===== src/rtl/mux_arb_pkg.sv =====
// Shared definitions for the four-way round-robin mux arbiter.
//   N_REQ   : number of requesters sharing the output channel
//   SEL_W   : width of the requester index / mux select
//   state_e : output holding-register state (IDLE = empty, BUSY = word held)
package mux_arb_pkg;

  localparam int unsigned N_REQ = 4;
  localparam int unsigned SEL_W = 2;

  typedef enum logic {
    IDLE = 1'b0,
    BUSY = 1'b1
  } state_e;

endpackage


===== src/rtl/rr_pick4.sv =====
// Combinational round-robin picker for four requesters.
//   req    in  : request vector, bit i from requester i
//   ptr    in  : highest-priority index for this cycle
//   any    out : at least one request is present
//   winner out : first requesting index searching ptr, ptr+1, ... (mod 4)
//   onehot out : one-hot form of winner, zero when no request
module rr_pick4
  import mux_arb_pkg::*;
(
  input  logic [N_REQ-1:0] req,
  input  logic [SEL_W-1:0] ptr,
  output logic             any,
  output logic [SEL_W-1:0] winner,
  output logic [N_REQ-1:0] onehot
);

  logic [2*N_REQ-1:0] req_dbl;
  logic [N_REQ-1:0]   req_rot;
  logic [SEL_W:0]     rot_idx;
  logic [SEL_W-1:0]   offset;

  // Rotate so that the requester at ptr lands in bit 0, priority-encode the
  // lowest set bit, then add ptr back to recover the absolute index.
  always_comb begin
    req_dbl = {req, req};
    rot_idx = {1'b0, ptr};
    req_rot = req_dbl[rot_idx +: N_REQ];
    offset  = '0;
    for (int unsigned j = N_REQ; j > 0; j--) begin
      if (req_rot[j-1]) offset = SEL_W'(j - 1);
    end
    any    = |req;
    winner = ptr + offset;
    onehot = any ? (N_REQ'(1) << winner) : '0;
  end

endmodule


===== src/rtl/rr_mux4_arbiter.sv =====
// Round-robin arbiter sharing one registered output channel between four
// requesters, and driving the select of the downstream 4:1 data mux.
//   clk, rst_n       : clock, asynchronous active-low reset
//   req[3:0]         : requester i holds a valid word on data_i
//   data_0..data_3   : requester words
//   ack[3:0]         : combinational one-hot capture strobe
//   sel              : index of the last captured requester
//   out_valid        : out_data holds an untransferred word
//   out_data         : registered word of requester sel
//   out_ready        : consumer accepts out_data when out_valid & out_ready
//   busy             : same as out_valid
module rr_mux4_arbiter
  import mux_arb_pkg::*;
#(
  parameter int DATA_W = 8
) (
  input  logic              clk,
  input  logic              rst_n,
  input  logic [N_REQ-1:0]  req,
  input  logic [DATA_W-1:0] data_0,
  input  logic [DATA_W-1:0] data_1,
  input  logic [DATA_W-1:0] data_2,
  input  logic [DATA_W-1:0] data_3,
  output logic [N_REQ-1:0]  ack,
  output logic [SEL_W-1:0]  sel,
  output logic              out_valid,
  output logic [DATA_W-1:0] out_data,
  input  logic              out_ready,
  output logic              busy
);

  state_e            state_q, state_d;
  logic [SEL_W-1:0]  ptr_q, ptr_d;
  logic [SEL_W-1:0]  sel_q, sel_d;
  logic [DATA_W-1:0] out_data_q, out_data_d;

  logic              any;
  logic [SEL_W-1:0]  winner;
  logic [N_REQ-1:0]  onehot;
  logic              cap;
  logic [DATA_W-1:0] win_data;

  rr_pick4 u_pick (
    .req    (req),
    .ptr    (ptr_q),
    .any    (any),
    .winner (winner),
    .onehot (onehot)
  );

  always_comb begin
    win_data = data_0;
    unique case (winner)
      2'd0: win_data = data_0;
      2'd1: win_data = data_1;
      2'd2: win_data = data_2;
      2'd3: win_data = data_3;
      default: win_data = data_0;
    endcase
  end

  // Capture when the holding register is empty or drains this cycle.
  // rst_n gates cap so that ack stays low while reset is asserted.
  always_comb begin
    cap        = rst_n & any & ((state_q == IDLE) | out_ready);
    state_d    = state_q;
    ptr_d      = ptr_q;
    sel_d      = sel_q;
    out_data_d = out_data_q;
    if (cap) begin
      state_d    = BUSY;
      ptr_d      = winner + SEL_W'(1);
      sel_d      = winner;
      out_data_d = win_data;
    end else if ((state_q == BUSY) && out_ready) begin
      state_d = IDLE;
    end
  end

  always_ff @(posedge clk or negedge rst_n) begin
    if (!rst_n) begin
      state_q    <= IDLE;
      ptr_q      <= '0;
      sel_q      <= '0;
      out_data_q <= '0;
    end else begin
      state_q    <= state_d;
      ptr_q      <= ptr_d;
      sel_q      <= sel_d;
      out_data_q <= out_data_d;
    end
  end

  assign ack       = cap ? onehot : '0;
  assign sel       = sel_q;
  assign out_valid = (state_q == BUSY);
  assign busy      = out_valid;
  assign out_data  = out_data_q;

endmodule


===== config.mk =====
export PLATFORM = sky130hd
export DESIGN_NAME = rr_mux4_arbiter
export DESIGN_NICKNAME = d
export VERILOG_FILES = /design/src/rtl/mux_arb_pkg.sv /design/src/rtl/rr_pick4.sv /design/src/rtl/rr_mux4_arbiter.sv
export SDC_FILE = /design/constraint.sdc
export NUM_CORES = 1
export LEC_CHECK = 0
export CORE_ASPECT_RATIO = 2
export CORE_MARGIN = 5
export CORE_UTILIZATION = 40
export CTS_CLUSTER_DIAMETER = 200
export CTS_CLUSTER_SIZE = 30
export DETAILED_ROUTE_END_ITERATION = 8
export PLACE_DENSITY = 0.78
export SYNTH_ARGS = -nofsm -noshare
export SYNTH_HDL_FRONTEND = slang
export SYNTH_SLANG_ARGS = --single-unit

===== constraint.sdc =====
create_clock -name clk -period 3.2 [get_ports clk]
set_input_delay 0.32 -clock clk [delete_from_list [all_inputs] [get_ports clk]]
set_output_delay 0.32 -clock clk [all_outputs]
set_load 0.005 [all_outputs]

==> flow_summary.yaml <==
setup_path:
  cp-start-kind: "input port"
  cp_num_buf_inv: 3
  critical_path.slowest_cell: "clkdlybuf4s50_1"
  reg2reg_slack_ns: 0.17
  critical_path_arrival_ns: 2.73
  crit_required_ns: 2.88
  worstRegToRegCells: 14
  crit_chain: "clkdlybuf4s50_1 > a221o_2 > nand2_1 > o221ai_1 > ha_2 > xor2_2 > and3_4 > buf_4 > nor2_2 > ha_2 > and2_1 > dlygate4sd2_1"
  crit_family: "buffers and inverters"
  r2r-end: "out_data[3]"
  r2r_start: "ptr_q[0]"
  crit_type: "in2out"
  end_kind: "output pin"
  slowest_delay_ns: 0.44
  path_max_fanout: 3
  cp_common_cell: "ha_2"
cts:
  cts_tree: "yes"
  root_buffer: "clkbuf_8"
  numCtsBuffers: 3
  htreeDepth: 1
  clock_latency_ns: 0.24
  path_clk_slew_ns: 0.05
  cts_max_path_buffers: 2
  cts_num_sinks: 13
die:
  design.core.area_um2: 2570
  die_y_um: 83.3
  die_area_um2: 3890
  rows: 26
  die_w_um: 46.7
  num_io_pins: 55
  initial_core_util_pct: 41.8
detailed_routing:
  vias: 1088
  drt_iter0_drc: 36
  drt-total-wl_mm: 3.00
  drc: 0
  ant_nets: 0
  wire_per_inst_um: 14.5
  drtPass1Iterations: 4
  vias_per_cell: 5.28
timing:
  slew_headroom_pct: 76.7
  tightest_slew_ns: 0.346
  finalSetupViolations: 0
  finalHoldViolations: 0
  rsz0062_at_grt: "no"
  fin_crit_ns: 3.05
  timing.fmax_mhz: 328
  slew_viol_final: 0
  hold-worst-slack_ns: 0.376
  finalCritPeriodShare_pct: 95.3
  finalClockSkew_ns: 0.00239
power_and_ir_drop:
  ir_drop_v: 0.000696
  p_per_area_nw_per_um2: 994
  p_leak_nw: 0.743
cells_and_area:
  diodes: 0
  layout.cells.non_filler: 206
  area_growth_pct: 62.6
  layout-drive-gt1-share_pct: 29.2
  fillCellCount: 210
  finalNetCount: 224
  final_common_cell: "clkdlybuf4s50_1"
  final_cell_mix: "clkdlybuf4s50_1, buf_4, dfrtp_1, nor2_1, o21ai_2"
yosys:
  synth_edf_count: 0
  ys_ff_latch: 13
  ys_seq_area_share_pct: 30.3
  synthFlopType: "dfrtp_1"
  yosysWarningCount: 0
  synthArstFlopShare_pct: 100
  synthCells: 117
  ys_types: 31
  syn_area_um2: 1070
  avgSynthCellArea_um2: 9.19
  synthesis.nets: 162
placement:
  dp_hpwl_mm: 2.46
  io_buffer_count: 54
  gp_congestion: 0.882
  place_inst: 199
global_routing:
  grt_pass1_vias: 1151
  grt_antenna_before_repair: 0
  grt_remaining_overflow: 0
  grt_start_max_net_pins: 25
  grt_pass1_wl_mm: 4.77
  grt_use_total_pct: 16.4
run_status:
  status: "finished clean"
hold_path:
  worstHoldPathType: "in2async"
flow_run:
  maxCapViolCount: 0
## sequential cells by signal (all words and copies together), names as in the netlist
register and flops:
sel 2, out_data 8, ptr_q 2, busy 1
## cells in the mapped netlist, drive strengths merged, types with 2 or more instances
cell type / n / area share (%)
nor2: 13 / 4.5
a222oi: 8 / 7.5
ha: 6 / 7.0
nor2b: 2 / 1.2
inv: 2 / 0.70
a21oi: 9 / 4.5
buf: 7 / 8.3
or2: 3 / 1.7
nor3b: 3 / 2.1
o221ai: 2 / 1.6
and2: 4 / 2.3
nand2b: 2 / 1.2
dfrtp: 13 / 30
clkbuf: 5 / 1.7
nand2: 15 / 6.4
o21ai: 14 / 10
## worst max path at each step
stage,to,start,cells after the start,slack (ns)
global route,out_data[3],ptr_q[0],14,0.0005
finish,ack[1],req[2],12,0.15
CTS,ack[2],req[0],12,0.04
floorplan,out_data[5],ptr_q[0],15,0.29
detailed placement,ack[1],req[1],12,-0.21
global placement,out_data[7],req[0],15,-0.12
## layout make-up
class / count / area, um^2 / area share [%]
Inverter: 2 / 7.51 / 0.429
Timing Repair Buffer: 69 / 662 / 37.9
Clock buffer: 4 / 45.0 / 2.58
Tap cell: 28 / 35.0 / 2.00
Multi-Input combinational cell: 90 / 673 / 38.5
Sequential cell: 13 / 325 / 18.6
## report_power, final
part	total (mW)	internal [mW]	switching, mW	leakage, nW
registers	0.288	0.235	0.0530	0.162
logic	1.30	0.682	0.620	0.559
clock network	0.147	0.0880	0.0591	0.0228
total	1.74	1.00	0.732	0.743
## layer usage
layer | up-vias | part of all wire, % | track usage (%)
li1 | 544 | - | -
met1 | 504 | 33 | 15.2
met2 | 34 | 58 | 30.4
met3 | 6 | 5.0 | 1.73
met4 | 0 | 3.4 | 10.3
met5 | - | 0 | 0
## metrics by stage
step | power [mW] | utilization, % | worst slack (ns) | area (um^2) | setup TNS [ns]
after CTS | 1.66 | 66.1 | 0.0427 | 1700 | 0
after floorplan | 1.03 | - | 0.294 | 1070 | 0
after detailed placement | 1.48 | 64.0 | -0.210 | 1650 | -1.79
after global placement | 1.44 | 64.0 | -0.124 | 1650 | -1.20
after global routing | 1.89 | 68.0 | 0.000499 | 1750 | 0
final | 1.74 | 68.0 | 0.151 | 1750 | 0
## logic make-up (layout without fill, tap and decap cells)
| family | after synthesis | in the layout | synth area share [%] |
|---|---|---|---|
| XOR/XNOR | 1 | 1 | 0.815 |
| buffers and inverters | 14 | 75 | 10.7 |
| flip-flops | 13 | 13 | 30.3 |
| multiplexers | 1 | 1 | 1.05 |
| AO/OA/AOI/OAI | 37 | 37 | 28.9 |
| AND/OR/NAND/NOR | 45 | 45 | 21.3 |
| adder cells (fa/ha/maj) | 6 | 6 | 6.98 |
## worst reg2reg max path, delay by kind of cell, from the launching register on
family / cells / cell delay (ns)
AO/OA/AOI/OAI: 5 / 1.04
XOR/XNOR: 1 / 0.15
adder cells (fa/ha/maj): 2 / 0.41
buffers and inverters: 1 / 0.16
flip-flops: 1 / 0.40
AND/OR/NAND/NOR: 5 / 0.75
## repair_timing
item                       4_1_cts  5_1_grt
gates resized for setup          8        9
buffers inserted                 1        2
pin swaps                        1        4
setup endpoints to repair        4       10
hold buffers                     0        0
gates cloned                     0        0
No activity file was read; power rests on OpenSTA's default activity.
==> RTL edit 1: new RTL, same flow settings <==
`out_data_q` no longer has a reset.
--- a/src/rtl/rr_mux4_arbiter.sv
+++ b/src/rtl/rr_mux4_arbiter.sv
@@ -82,13 +82,15 @@
       state_q    <= IDLE;
       ptr_q      <= '0;
       sel_q      <= '0;
-      out_data_q <= '0;
     end else begin
       state_q    <= state_d;
       ptr_q      <= ptr_d;
       sel_q      <= sel_d;
-      out_data_q <= out_data_d;
     end
+  end
+
+  always_ff @(posedge clk) begin
+    out_data_q <= out_data_d;
   end
 
   assign ack       = cap ? onehot : '0;
Function: differs if rst_n is asserted again (counterexample within 4 cycles, from zero or initial values and one cycle with rst_n low); with rst_n held inactive, the same outputs for 10 cycles.
==> RTL edit 1 against the original RTL <==
- global-route usage rose by 0.089 points
- total power shrank 4.3%
- synthesized area shrank 8.0%
- core utilization increased by 2.9 points
- wire length down 1.7%
- sequential cell count is the same
- cell area decreased by 3.6%
- worst setup slack got worse by 0.048 ns
- final cell count down 9.2%
==> RTL edit 1: results (changes against the original RTL) <==
metric	value	unit	change
status	finished, final reports clean		
maximum VDD drop	0.800	mV	+15%
Via Count	1002		-7.9%
R2R Setup Slk	0.28	ns	+0.11 ns
Seq/Total Area, Yosys	37.0	%	+6.7 points
Post-synth top cells	inv_1, a222oi_1, edfxtp_1, mux2i_1		
total track usage	16.5	%	+0.089 points
DP Worst Slack	-0.178	ns	+0.0323 ns
first-pass GRT wire length	4450	um	-6.6%
largest net degree at the start of global routing	15		-40%
share of cells above drive strength 1	19.4	%	-9.8 points
DR pass1 iterations	6		+2
fin nets	206		-8.0%
antenna violations before repair	0		unchanged
Port Buffer Count	54		unchanged
Post-DP Area	1610	um^2	-2.4%
HPWL Detailed	2420	um	-1.7%
ys flop type	edfxtp_1		
GPL Wtd Cong	0.756		-14%
DRT Wirelength	2940	um	-1.7%
Slew Limit Headroom	76.0	%	-0.72 points
vias in the first global route	1058		-8.1%
post-cts resize count	6		-2
final hold slack	0.391	ns	+0.0149 ns
postcts setup bufs	0		-1
ys async rst share	38.5	%	-62 points
Final Skew	0.000701	ns	-0.00169 ns
final non-filler cell total	187		-9.2%
initial drt markers	32		-11%
LEAKAGE	0.716	nW	-3.7%
r2r endpoint	out_data[2]		
syn_nets	143		-12%
number of flops mapped to enable cells by yosys	8		+8
main area contributors after synthesis	edfxtp_1, dfrtp_1, a222oi_1, mux2i_1, ha_1		
RTL edit 1: per-layer routing:
| metal | track usage, % | up-vias | routed length (um) |
|---|---|---|---|
| met2 | 31.4 | 53 | 1640 |
| li1 | - | 477 | - |
| met3 | 4.26 | 8 | 253 |
| met4 | 10.3 | 0 | 91 |
| met1 | 13.8 | 464 | 956 |
| met5 | 0 | - | 0 |
RTL edit 1: final cells by class:
class	count	area, um^2	area share, %
clock buffer	4	45.0	2.67
inverter	11	43.8	2.60
multi-input combinational	65	549	32.6
sequential	13	365	21.7
tap	27	33.8	2.00
timing repair buffer	67	648	38.5
RTL edit 1: report_power, final:
group          total [mW]  switching [mW]  internal [mW]
combinational        1.16           0.505          0.655
clock               0.148          0.0599         0.0881
sequential          0.355          0.0460          0.309
RTL edit 1: worst max path at each step:
stage               startpoint          end  slack [ns]  cells after the start
finish                  req[0]       ack[3]        0.10                     12
global route            req[0]       ack[2]        0.02                     12
CTS                     req[0]       ack[1]       -0.09                     12
detailed placement      req[1]       ack[1]       -0.18                     12
global placement        req[0]       ack[3]       -0.11                     12
floorplan             ptr_q[0]  out_data[0]        0.29                     13
RTL edit 1: kinds of logic after synthesis:
group | count (synthesis) | synth area share, %
AOI/OAI and AO/OA | 21 | 18.7
xor gates and xnor gates | 1 | 0.886
adders and majority gates | 6 | 7.59
muxes | 9 | 9.62
buffers and inverters | 20 | 10.5
and+or+nand+nor | 28 | 15.7
DFF | 13 | 37.0
RTL edit 1: worst register-to-register path, cell delays in order, from the launching register on:
cell,delay (ns)
dfrtp_1,0.40
nor2b_1,0.14
a221o_2,0.32
nand2_1,0.07
o221ai_1,0.11
ha_2,0.21
xor2_2,0.15
and3_4,0.19
or2_1,0.23
ha_2,0.20
buf_4,0.16
a222oi_1,0.36
mux2i_1,0.11
==> RTL edit 2: new RTL, same flow settings <==
Made on the original files. Change the parameter `DATA_W` from 8 to 12.
--- a/src/rtl/rr_mux4_arbiter.sv
+++ b/src/rtl/rr_mux4_arbiter.sv
@@ -12,7 +12,7 @@
 module rr_mux4_arbiter
   import mux_arb_pkg::*;
 #(
-  parameter int DATA_W = 8
+  parameter int DATA_W = 12
 ) (
   input  logic              clk,
   input  logic              rst_n,
Ports: changed (5 resized); port bits go from 55 to 75. The function was not compared with the original's and may differ.
==> RTL edit 2 against the original RTL <==
- total power is 26% higher
- cell area is 25% higher
- sequential power is 29% higher
- worst setup slack worse by 0.084 ns
- wire length is 27% higher
- synthesized area is 20% higher
- sequential cell count is 4 higher
- synthesized cell count is 21% higher
- critical path type is now reg -> out
- critical endpoint is now ack[0]
==> RTL edit 2: results (changes against the original RTL) <==
metric	value	unit	change
final hold slack	0.462	ns	+0.0862 ns
Root Buffer Master	clkbuf_8		
GPL Wtd Cong	0.776		-12%
crit path to	ack[0]		
R2R Setup Slk	0.15	ns	-0.02 ns
syn_nets	203		+25%
DRT Wirelength	3810	um	+27%
fill cell count	248		+18%
status	finished, final reports clean		
sw power	0.945	mW	+29%
Slew Limit Headroom	76.0	%	-0.64 points
share of cells above drive strength 1	22.6	%	-6.6 points
DR pass1 iterations	5		+1
initial drt markers	50		+39%
r2r endpoint	out_data[0]		
Post-DP Area	2070	um^2	+26%
first-pass GRT wire length	6470	um	+36%
diode count	0		unchanged
DP Worst Slack	-0.256	ns	-0.0457 ns
setup ws final	0.0664	ns	-0.0842 ns
Final Skew	0.00263	ns	+0.000239 ns
CP delay by family, top	simple AND/OR/NAND/NOR gates		
maximum VDD drop	0.889	mV	+28%
WS Path Type	reg -> out		
vias in the first global route	1521		+32%
Port Buffer Count	74		+37%
Worst EP arrival	2.81	ns	+0.08 ns
Slowest-stage cell, CP	clkdlybuf4s50_1		
total track usage	17.1	%	+0.70 points
Via Count	1388		+28%
main area contributors after synthesis	dfrtp_1, o21ai_2, a222oi_1, ha_1, nand2_1		
Clk Latency, worst-skew pair	0.24	ns	about the same
Seq/Total Area, Yosys	32.9	%	+2.6 points
flip-flop count of the largest register after layout	12		+4
slowest stage delay, CP	0.44	ns	about the same
fin nets	283		+26%
LEAKAGE	0.923	nW	+24%
HPWL Detailed	3220	um	+31%
CP max FO	8		+5
largest net degree at the start of global routing	27		+8.0%
Post-synth top cells	nand2_1, dfrtp_1, nor2_1, o21ai_2		
Clock Path Buffers	2		unchanged
-- RTL edit 2: timing repair --
item | 4_1_cts | 5_1_grt
buffers inserted | 0 | 1
pin swaps | 0 | 5
gates cloned | 0 | 0
gates resized for setup | 9 | 12
endpoints found under the setup margin | 4 | 16
-- RTL edit 2: per-stage QoR --
step,utilization [%],power (mW),std cells
after floorplan,-,1.33,142
after global placement,65.6,1.84,247
after detailed placement,65.6,1.88,247
after CTS,67.7,2.08,251
after global routing,69.3,2.36,252
final,69.3,2.18,252
-- RTL edit 2: area by class of cell --
cell class	count	area [um^2]	share of cell area, %
Clock buffer	3	41.3	1.89
Clock inverter	1	5.00	0.229
Inverter	2	7.51	0.343
Multi-Input combinational cell	110	803	36.7
Sequential cell	17	425	19.4
Tap cell	31	38.8	1.77
Timing Repair Buffer	88	867	39.6
-- RTL edit 2: per-layer routing --
layer,part of all wire [%],global-route usage (%),vias up
met5,0,0,-
met4,3.6,9.19,0
met2,56,31.4,67
met1,32,17.1,631
met3,8.4,2.81,10
li1,-,-,680
-- RTL edit 2: power by group through the flow --
stage,Clock [mW],Combinational (mW),Sequential [mW]
2_1_floorplan,0,0.974,0.359
3_3_place_gp,0,1.47,0.366
3_5_place_dp,0,1.51,0.375
4_1_cts,0.159,1.55,0.372
5_1_grt,0.170,1.81,0.388
6_report,0.154,1.66,0.372
-- RTL edit 2: kinds of logic (layout without fill, tap and decap cells) --
logic type / after synthesis / count (layout) / synth area share, %
multiplexers: 1 / 1 / 0.871
XOR/XNOR: 1 / 1 / 0.678
AO/OA/AOI/OAI: 49 / 49 / 31.4
adder cells (fa/ha/maj): 6 / 6 / 5.81
flip-flops: 17 / 17 / 32.9
AND/OR/NAND/NOR: 53 / 53 / 19.2
buffers and inverters: 15 / 94 / 9.20
